--- config.mk ---
export PLATFORM = sky130hd
export DESIGN_NAME = mem_port_arbiter_flat
export DESIGN_NICKNAME = d
export VERILOG_FILES = /design/src/rtl/mem_port_arbiter_if.sv /design/src/rtl/mem_port_arbiter.sv /design/src/flat_wrapper.sv
export SDC_FILE = /design/constraint.sdc
export NUM_CORES = 1
export LEC_CHECK = 0
export BUFFER_PORTS_ARGS = -buffer_cell sky130_fd_sc_hd__buf_4
export CAP_MARGIN = 20
export CELL_PAD_IN_SITES_DETAIL_PLACEMENT = 1
export CELL_PAD_IN_SITES_GLOBAL_PLACEMENT = 1
export CORE_MARGIN = 2
export CORE_UTILIZATION = 32
export CTS_BUF_LIST = sky130_fd_sc_hd__clkbuf_8
export CTS_CLUSTER_DIAMETER = 60
export DETAILED_ROUTE_END_ITERATION = 10
export HOLD_SLACK_MARGIN = 0.1
export PLACE_DENSITY = 0.81
export SLEW_MARGIN = 20
export SYNTH_ARGS = -nofsm -noshare
export SYNTH_HDL_FRONTEND = slang
export SYNTH_SLANG_ARGS = --single-unit
--- constraint.sdc ---
create_clock -name clk -period 2.1 [get_ports clk]
set_input_delay 0.21 -clock clk [delete_from_list [all_inputs] [get_ports clk]]
set_output_delay 0.21 -clock clk [all_outputs]
set_load 0.02 [all_outputs]
--- src/rtl/mem_port_arbiter_if.sv ---
// Bus bundle between the memory port arbiter, its two requesters (C, D) and the RAM.
// slave = arbiter side, master = requester/RAM side.
interface mem_port_arbiter_if #(
  parameter int ADDR_W = 9,
  parameter int DATA_W = 16
);
  logic [1:0]        c_mem_cmd;
  logic [ADDR_W-1:0] c_addr;
  logic [DATA_W-1:0] c_wdata;
  logic              c_ready;
  logic [DATA_W-1:0] c_rdata;

  logic [1:0]        d_mem_cmd;
  logic [ADDR_W-1:0] d_addr;
  logic [DATA_W-1:0] d_wdata;
  logic              d_ready;
  logic [DATA_W-1:0] d_rdata;

  logic [ADDR_W-1:0] ram_addr;
  logic              ram_write;
  logic [DATA_W-1:0] ram_din;
  logic [DATA_W-1:0] ram_dout;

  logic              owner;

  modport slave (
    input  c_mem_cmd, c_addr, c_wdata,
    input  d_mem_cmd, d_addr, d_wdata,
    input  ram_dout,
    output c_ready, c_rdata, d_ready, d_rdata,
    output ram_addr, ram_write, ram_din,
    output owner
  );

  modport master (
    output c_mem_cmd, c_addr, c_wdata,
    output d_mem_cmd, d_addr, d_wdata,
    output ram_dout,
    input  c_ready, c_rdata, d_ready, d_rdata,
    input  ram_addr, ram_write, ram_din,
    input  owner
  );
endinterface

--- src/rtl/mem_port_arbiter.sv ---
// Shares one synchronous-read RAM between CPU port C and debug/loader port D (IDLE -> ACCESS -> RESP).
// Define MEM_ARB_ROUND_ROBIN_EN to alternate grants on contention instead of C priority with a MAX_HOLD guard.
module mem_port_arbiter #(
  parameter int ADDR_W   = 9,
  parameter int DATA_W   = 16,
  parameter int MAX_HOLD = 4
) (
  input  logic              clk,
  input  logic              reset,
  mem_port_arbiter_if.slave bus
);
  localparam logic [1:0] MREAD  = 2'b01;
  localparam logic [1:0] MWRITE = 2'b10;

  typedef enum logic [1:0] {
    IDLE   = 2'd0,
    ACCESS = 2'd1,
    RESP   = 2'd2
  } state_t;

  state_t            r_state;
  state_t            w_next_state;
  logic              r_owner;
  logic              w_next_owner;
  logic              r_c_ready;
  logic              r_d_ready;
  logic [DATA_W-1:0] r_c_rdata;
  logic [DATA_W-1:0] r_d_rdata;

  logic              w_c_req;
  logic              w_d_req;
  logic              w_pick_d;
  logic [1:0]        w_own_cmd;
  logic              w_ram_write;
  logic [ADDR_W-1:0] w_ram_addr;
  logic [DATA_W-1:0] w_ram_din;

  // cmd 2'b11 is neither a read nor a write, so it can never win a grant
  assign w_c_req   = (bus.c_mem_cmd == MREAD) || (bus.c_mem_cmd == MWRITE);
  assign w_d_req   = (bus.d_mem_cmd == MREAD) || (bus.d_mem_cmd == MWRITE);
  assign w_own_cmd = r_owner ? bus.d_mem_cmd : bus.c_mem_cmd;

`ifdef MEM_ARB_ROUND_ROBIN_EN
  assign w_pick_d = w_d_req && (!w_c_req || !r_owner);
`else
  localparam logic [3:0] HOLD_MAX = 4'(MAX_HOLD);

  logic [3:0] r_hold_cnt;
  logic [3:0] w_next_hold;

  assign w_pick_d = w_d_req && (!w_c_req || (r_hold_cnt == HOLD_MAX));

  // counts C grants that made a waiting D lose; any other decision resets it
  always_comb begin
    w_next_hold = r_hold_cnt;
    if (r_state == IDLE) begin
      if (w_c_req && w_d_req && !w_pick_d) begin
        if (r_hold_cnt != HOLD_MAX) w_next_hold = r_hold_cnt + 4'd1;
      end else begin
        w_next_hold = 4'd0;
      end
    end
  end

  always_ff @(posedge clk or negedge reset) begin
    if (!reset) r_hold_cnt <= 4'd0;
    else        r_hold_cnt <= w_next_hold;
  end
`endif

  always_ff @(posedge clk or negedge reset) begin
    if (!reset) begin
      r_state <= IDLE;
      r_owner <= 1'b0;
    end else begin
      r_state <= w_next_state;
      r_owner <= w_next_owner;
    end
  end

  always_comb begin
    w_next_state = r_state;
    w_next_owner = r_owner;
    w_ram_write  = 1'b0;
    w_ram_addr   = '0;
    w_ram_din    = '0;
    case (r_state)
      IDLE: begin
        if (w_c_req || w_d_req) begin
          w_next_state = ACCESS;
          w_next_owner = w_pick_d;
        end
      end
      ACCESS: begin
        w_ram_addr   = r_owner ? bus.d_addr : bus.c_addr;
        w_ram_din    = r_owner ? bus.d_wdata : bus.c_wdata;
        w_ram_write  = (w_own_cmd == MWRITE);
        w_next_state = RESP;
      end
      RESP:    w_next_state = IDLE;
      default: w_next_state = IDLE;
    endcase
  end

  // ready and read data are registered on the ACCESS -> RESP edge
  always_ff @(posedge clk or negedge reset) begin
    if (!reset) begin
      r_c_ready <= 1'b0;
      r_d_ready <= 1'b0;
      r_c_rdata <= '0;
      r_d_rdata <= '0;
    end else begin
      r_c_ready <= (r_state == ACCESS) && !r_owner;
      r_d_ready <= (r_state == ACCESS) && r_owner;
      if ((r_state == ACCESS) && (w_own_cmd == MREAD)) begin
        if (r_owner) r_d_rdata <= bus.ram_dout;
        else         r_c_rdata <= bus.ram_dout;
      end
    end
  end

  assign bus.c_ready   = r_c_ready;
  assign bus.d_ready   = r_d_ready;
  assign bus.c_rdata   = r_c_rdata;
  assign bus.d_rdata   = r_d_rdata;
  assign bus.ram_addr  = w_ram_addr;
  assign bus.ram_write = w_ram_write;
  assign bus.ram_din   = w_ram_din;
  assign bus.owner     = r_owner;
endmodule

--- src/flat_wrapper.sv ---
// flat-port wrapper written by rule: the top's interface ports become plain ports
module mem_port_arbiter_flat 
#(
  parameter int ADDR_W   = 9,
  parameter int DATA_W   = 16,
  parameter int MAX_HOLD = 4
)
  (clk, reset, bus_c_mem_cmd, bus_c_addr, bus_c_wdata, bus_d_mem_cmd, bus_d_addr, bus_d_wdata, bus_ram_dout, bus_c_ready, bus_c_rdata, bus_d_ready, bus_d_rdata, bus_ram_addr, bus_ram_write, bus_ram_din, bus_owner);
  mem_port_arbiter_if #(.ADDR_W(ADDR_W), .DATA_W(DATA_W)) bus_i ();
  input  logic clk;
  input  logic reset;
  input wire logic [$bits(bus_i.c_mem_cmd)-1:0] bus_c_mem_cmd;
  input wire logic [$bits(bus_i.c_addr)-1:0] bus_c_addr;
  input wire logic [$bits(bus_i.c_wdata)-1:0] bus_c_wdata;
  input wire logic [$bits(bus_i.d_mem_cmd)-1:0] bus_d_mem_cmd;
  input wire logic [$bits(bus_i.d_addr)-1:0] bus_d_addr;
  input wire logic [$bits(bus_i.d_wdata)-1:0] bus_d_wdata;
  input wire logic [$bits(bus_i.ram_dout)-1:0] bus_ram_dout;
  output wire logic [$bits(bus_i.c_ready)-1:0] bus_c_ready;
  output wire logic [$bits(bus_i.c_rdata)-1:0] bus_c_rdata;
  output wire logic [$bits(bus_i.d_ready)-1:0] bus_d_ready;
  output wire logic [$bits(bus_i.d_rdata)-1:0] bus_d_rdata;
  output wire logic [$bits(bus_i.ram_addr)-1:0] bus_ram_addr;
  output wire logic [$bits(bus_i.ram_write)-1:0] bus_ram_write;
  output wire logic [$bits(bus_i.ram_din)-1:0] bus_ram_din;
  output wire logic [$bits(bus_i.owner)-1:0] bus_owner;
  assign bus_i.c_mem_cmd = bus_c_mem_cmd;
  assign bus_i.c_addr = bus_c_addr;
  assign bus_i.c_wdata = bus_c_wdata;
  assign bus_i.d_mem_cmd = bus_d_mem_cmd;
  assign bus_i.d_addr = bus_d_addr;
  assign bus_i.d_wdata = bus_d_wdata;
  assign bus_i.ram_dout = bus_ram_dout;
  assign bus_c_ready = bus_i.c_ready;
  assign bus_c_rdata = bus_i.c_rdata;
  assign bus_d_ready = bus_i.d_ready;
  assign bus_d_rdata = bus_i.d_rdata;
  assign bus_ram_addr = bus_i.ram_addr;
  assign bus_ram_write = bus_i.ram_write;
  assign bus_ram_din = bus_i.ram_din;
  assign bus_owner = bus_i.owner;
  mem_port_arbiter #(.ADDR_W(ADDR_W), .DATA_W(DATA_W), .MAX_HOLD(MAX_HOLD)) u_core (.clk(clk), .reset(reset), .bus(bus_i));
endmodule
==> flow_metrics.env <==
export IMPL_cts_tree="done"
export IMPL_finalPower_mw=4.37
export IMPL_power_density_nw_per_um2=1360
export IMPL_via_per_inst=4.73
export IMPL_synthTopCellsByCount="41 x dfrtp_1, 31 x mux2_2, 29 x nor2_1"
export IMPL_finish_utilization_pct=51.3
export IMPL_multi_input_area_um2=938
export IMPL_synth_nets=244
export IMPL_cp_slowest_cell="dfrtp_1"
export IMPL_hpwlAfterDp_um=4860
export IMPL_worst_hold_slack_ns=0.161
export IMPL_cp_data_arrival_time_ns=1.51
export IMPL_place_gp_congestion=0.840
export IMPL_finClkSkew_ns=0.00214
export IMPL_io_pins=133
export IMPL_clk_pin_slew_ns=0.07
export IMPL_final_instance_count_excl_fill=383
export IMPL_slew_viol_final=0
export IMPL_n_antenna_cell=0
export IMPL_io_buffers=132
export IMPL_drt_wirelength_per_cell_um=15.8
export IMPL_cts_sinks=41
export IMPL_synth_yosys_warnings=0
export IMPL_die_w_um=83.8
export IMPL_crit_top_cell="buf_4"
export IMPL_cts_max_level=2
export IMPL_vias=1810
export IMPL_cp_num_buf_inv=2
export IMPL_clock_root_buffer="clkbuf_8"
export IMPL_dp_cells=375
export IMPL_ys_seq_area_share_pct=50.3
export IMPL_async_flop_share_pct=100
export IMPL_die_y_um=83.8
export IMPL_critPathMaxStageDelay_ns=0.39
export IMPL_fmax_mhz=580
export IMPL_dr_pass1_iters=4
export IMPL_netlist_top_cells_area="dfrtp_1 50%, mux2_2 17%, mux2i_1 12%, nor2_1 5.3%, ha_1 1.2%"
export IMPL_synth_edf_count=0
export IMPL_grt_pass1_wl_um=10000
export IMPL_hold_path_class="input port to register"
export IMPL_layout_setup_ws_ns=0.375
export IMPL_worstMarginPinSlew_ns=0.521
export IMPL_crit_family="buffers and inverters"
export IMPL_worst_ep_required_time_ns=1.89
export IMPL_synth_avg_cell_area_um2=12.0
export IMPL_synth_top_area_cell="dfrtp_1"
export IMPL_final_min_clock_period_ns=1.72
export IMPL_startpoint_type="register"
export IMPL_antenna_found_initial=0
export IMPL_timing_slew_headroom_pct=65.2
export IMPL_rsz0062_at_grt="no"
export IMPL_reg2reg_slack_ns=0.54
export IMPL_dp_slack_ns=0.521
export IMPL_start_util_pct=32.7
export IMPL_cts_buffer_depth=2
export IMPL_drive_gt1_share_pct=57.5
export IMPL_drt_wl_total_um=6050
export IMPL_cap_violations=0
export IMPL_syn2layout_area_growth_pct=57.1
export IMPL_seqCellArea_um2=1030
export IMPL_track_usage_pct=18.0
export IMPL_cts_buffers=5
export IMPL_ys_types=27
export IMPL_synth_most_common_cell="dfrtp_1"
export IMPL_p_leak_nw=1.61
export IMPL_clock_latency_ns=0.29
export IMPL_cp_end_kind="primary output"
export IMPL_syn_inst=170
export IMPL_gr_total_overflow=0
export IMPL_grt_pass1_vias=1977
export IMPL_num_fill_cells=720
export IMPL_setup_viol=0
export IMPL_outcome="finished, final reports clean"
export IMPL_ys_ff_latch=41
export IMPL_fin_crit_sh_pct=82.1
export IMPL_synth_ff_type="dfrtp_1"
export IMPL_dieArea_um2=7030
export IMPL_netlist_area_um2=2040
export IMPL_rows=29
export IMPL_grt_max_degree=42
export IMPL_crit_fanout=28
export IMPL_ant_nets=0
export IMPL_hold_viol_final=0
export IMPL_layout_nets=380
export IMPL_crit_path_cell_trace="nand2b_1 > buf_4 > nor2_1 > buf_4"
export IMPL_core_area_um2=6240
export IMPL_post_route_cell_area_um2=3200
export IMPL_setup_tns_ns=0
export IMPL_postCtsSetupBuffers=0
export IMPL_ir_drop_v=0.000707
export IMPL_crit_type="register to primary output"
export IMPL_drc_errors=0
export IMPL_drtIter0Drc=64
export IMPL_synth_top_area_share_pct=50.3
export IMPL_place_area_um2=3110
[power by group]
part           switching [mW]  internal [mW]  leakage [nW]
Combinational            1.34           1.15          1.05
Sequential              0.225           1.15         0.511
Clock                   0.249          0.256        0.0485
[cells in the final DEF, fill, tap and decap left out, types with 2 or more instances in the layout]
cell type | synthesis | layout
mux2i_1 | 25 | 25
nand3_1 | 2 | 2
nand4_1 | 3 | 3
dfrtp_1 | 41 | 41
o21ai_0 | 4 | 4
ha_1 | 2 | 2
buf_4 | 0 | 136
clkbuf_8 | 0 | 6
nand2_1 | 2 | 2
inv_1 | 6 | 7
mux2_2 | 31 | 31
o22ai_1 | 2 | 2
o311ai_0 | 2 | 2
xor2_1 | 2 | 2
nor2_1 | 29 | 29
[state kept, by name, summed over array words and instances (netlist names)]
| register | cells |
|---|---|
| u_core.bus.c_rdata | 16 |
| u_core.bus.d_ready | 1 |
| u_core.r_state | 2 |
| u_core.r_hold_cnt | 4 |
| u_core.bus.c_ready | 1 |
| u_core.bus.owner | 1 |
| u_core.bus.d_rdata | 16 |
[per-layer routing]
| metal | up-vias | routed length, µm | track usage (%) |
|---|---|---|---|
| met2 | 56 | 3480 | 33.5 |
| met3 | 9 | 285 | 4.45 |
| met4 | 0 | 90 | 6.16 |
| met1 | 884 | 2190 | 19.8 |
| met5 | - | 0 | 0 |
| li1 | 861 | - | - |
[kinds of logic after synthesis]
kind of cell | share of synthesized area [%]
multiplexers | 29.9
XOR/XNOR | 0.859
buffers and inverters | 3.68
AO/OA/AOI/OAI | 3.13
flip-flops | 50.3
AND/OR/NAND/NOR | 10.9
adder cells (fa/ha/maj) | 1.23
[cell type report]
| type | instances | share of cell area, % |
|---|---|---|
| timing repair buffer | 137 | 32.2 |
| sequential | 41 | 32.0 |
| multi-input combinational | 114 | 29.3 |
| tap | 77 | 3.01 |
| clock buffer | 6 | 2.58 |
| inverter | 7 | 0.820 |
| clock inverter | 1 | 0.117 |
[worst reg2reg max path: stages (launching register included)]
cell and delay (ns):
dfrtp_1 0.41, nand2b_1 0.23, inv_1 0.14, nand4_4 0.29, mux2_2 0.38
[worst paths after layout]
path | start | to | depth (start not counted)
hold / removal | bus_ram_dout[13] | u_core.bus.d_rdata[13] | 2
hold reg to reg | u_core.bus.c_rdata[5] | u_core.bus.c_rdata[5] | 1
setup reg to reg | u_core.r_state[1] | u_core.bus.c_rdata[15] | 4
min in group asynchronous | reset | u_core.bus.d_rdata[0] | 2
setup / recovery | u_core.r_state[1] | bus_ram_addr[6] | 4
max in group asynchronous | reset | u_core.bus.d_rdata[4] | 2
[timing repair]
action                                  CTS  global route
hold buffers                              1             0
endpoints found under the setup margin    0             0
hold endpoints to repair                 41             0
resized for setup                         0             0
Power figures use the tool's default switching activity.
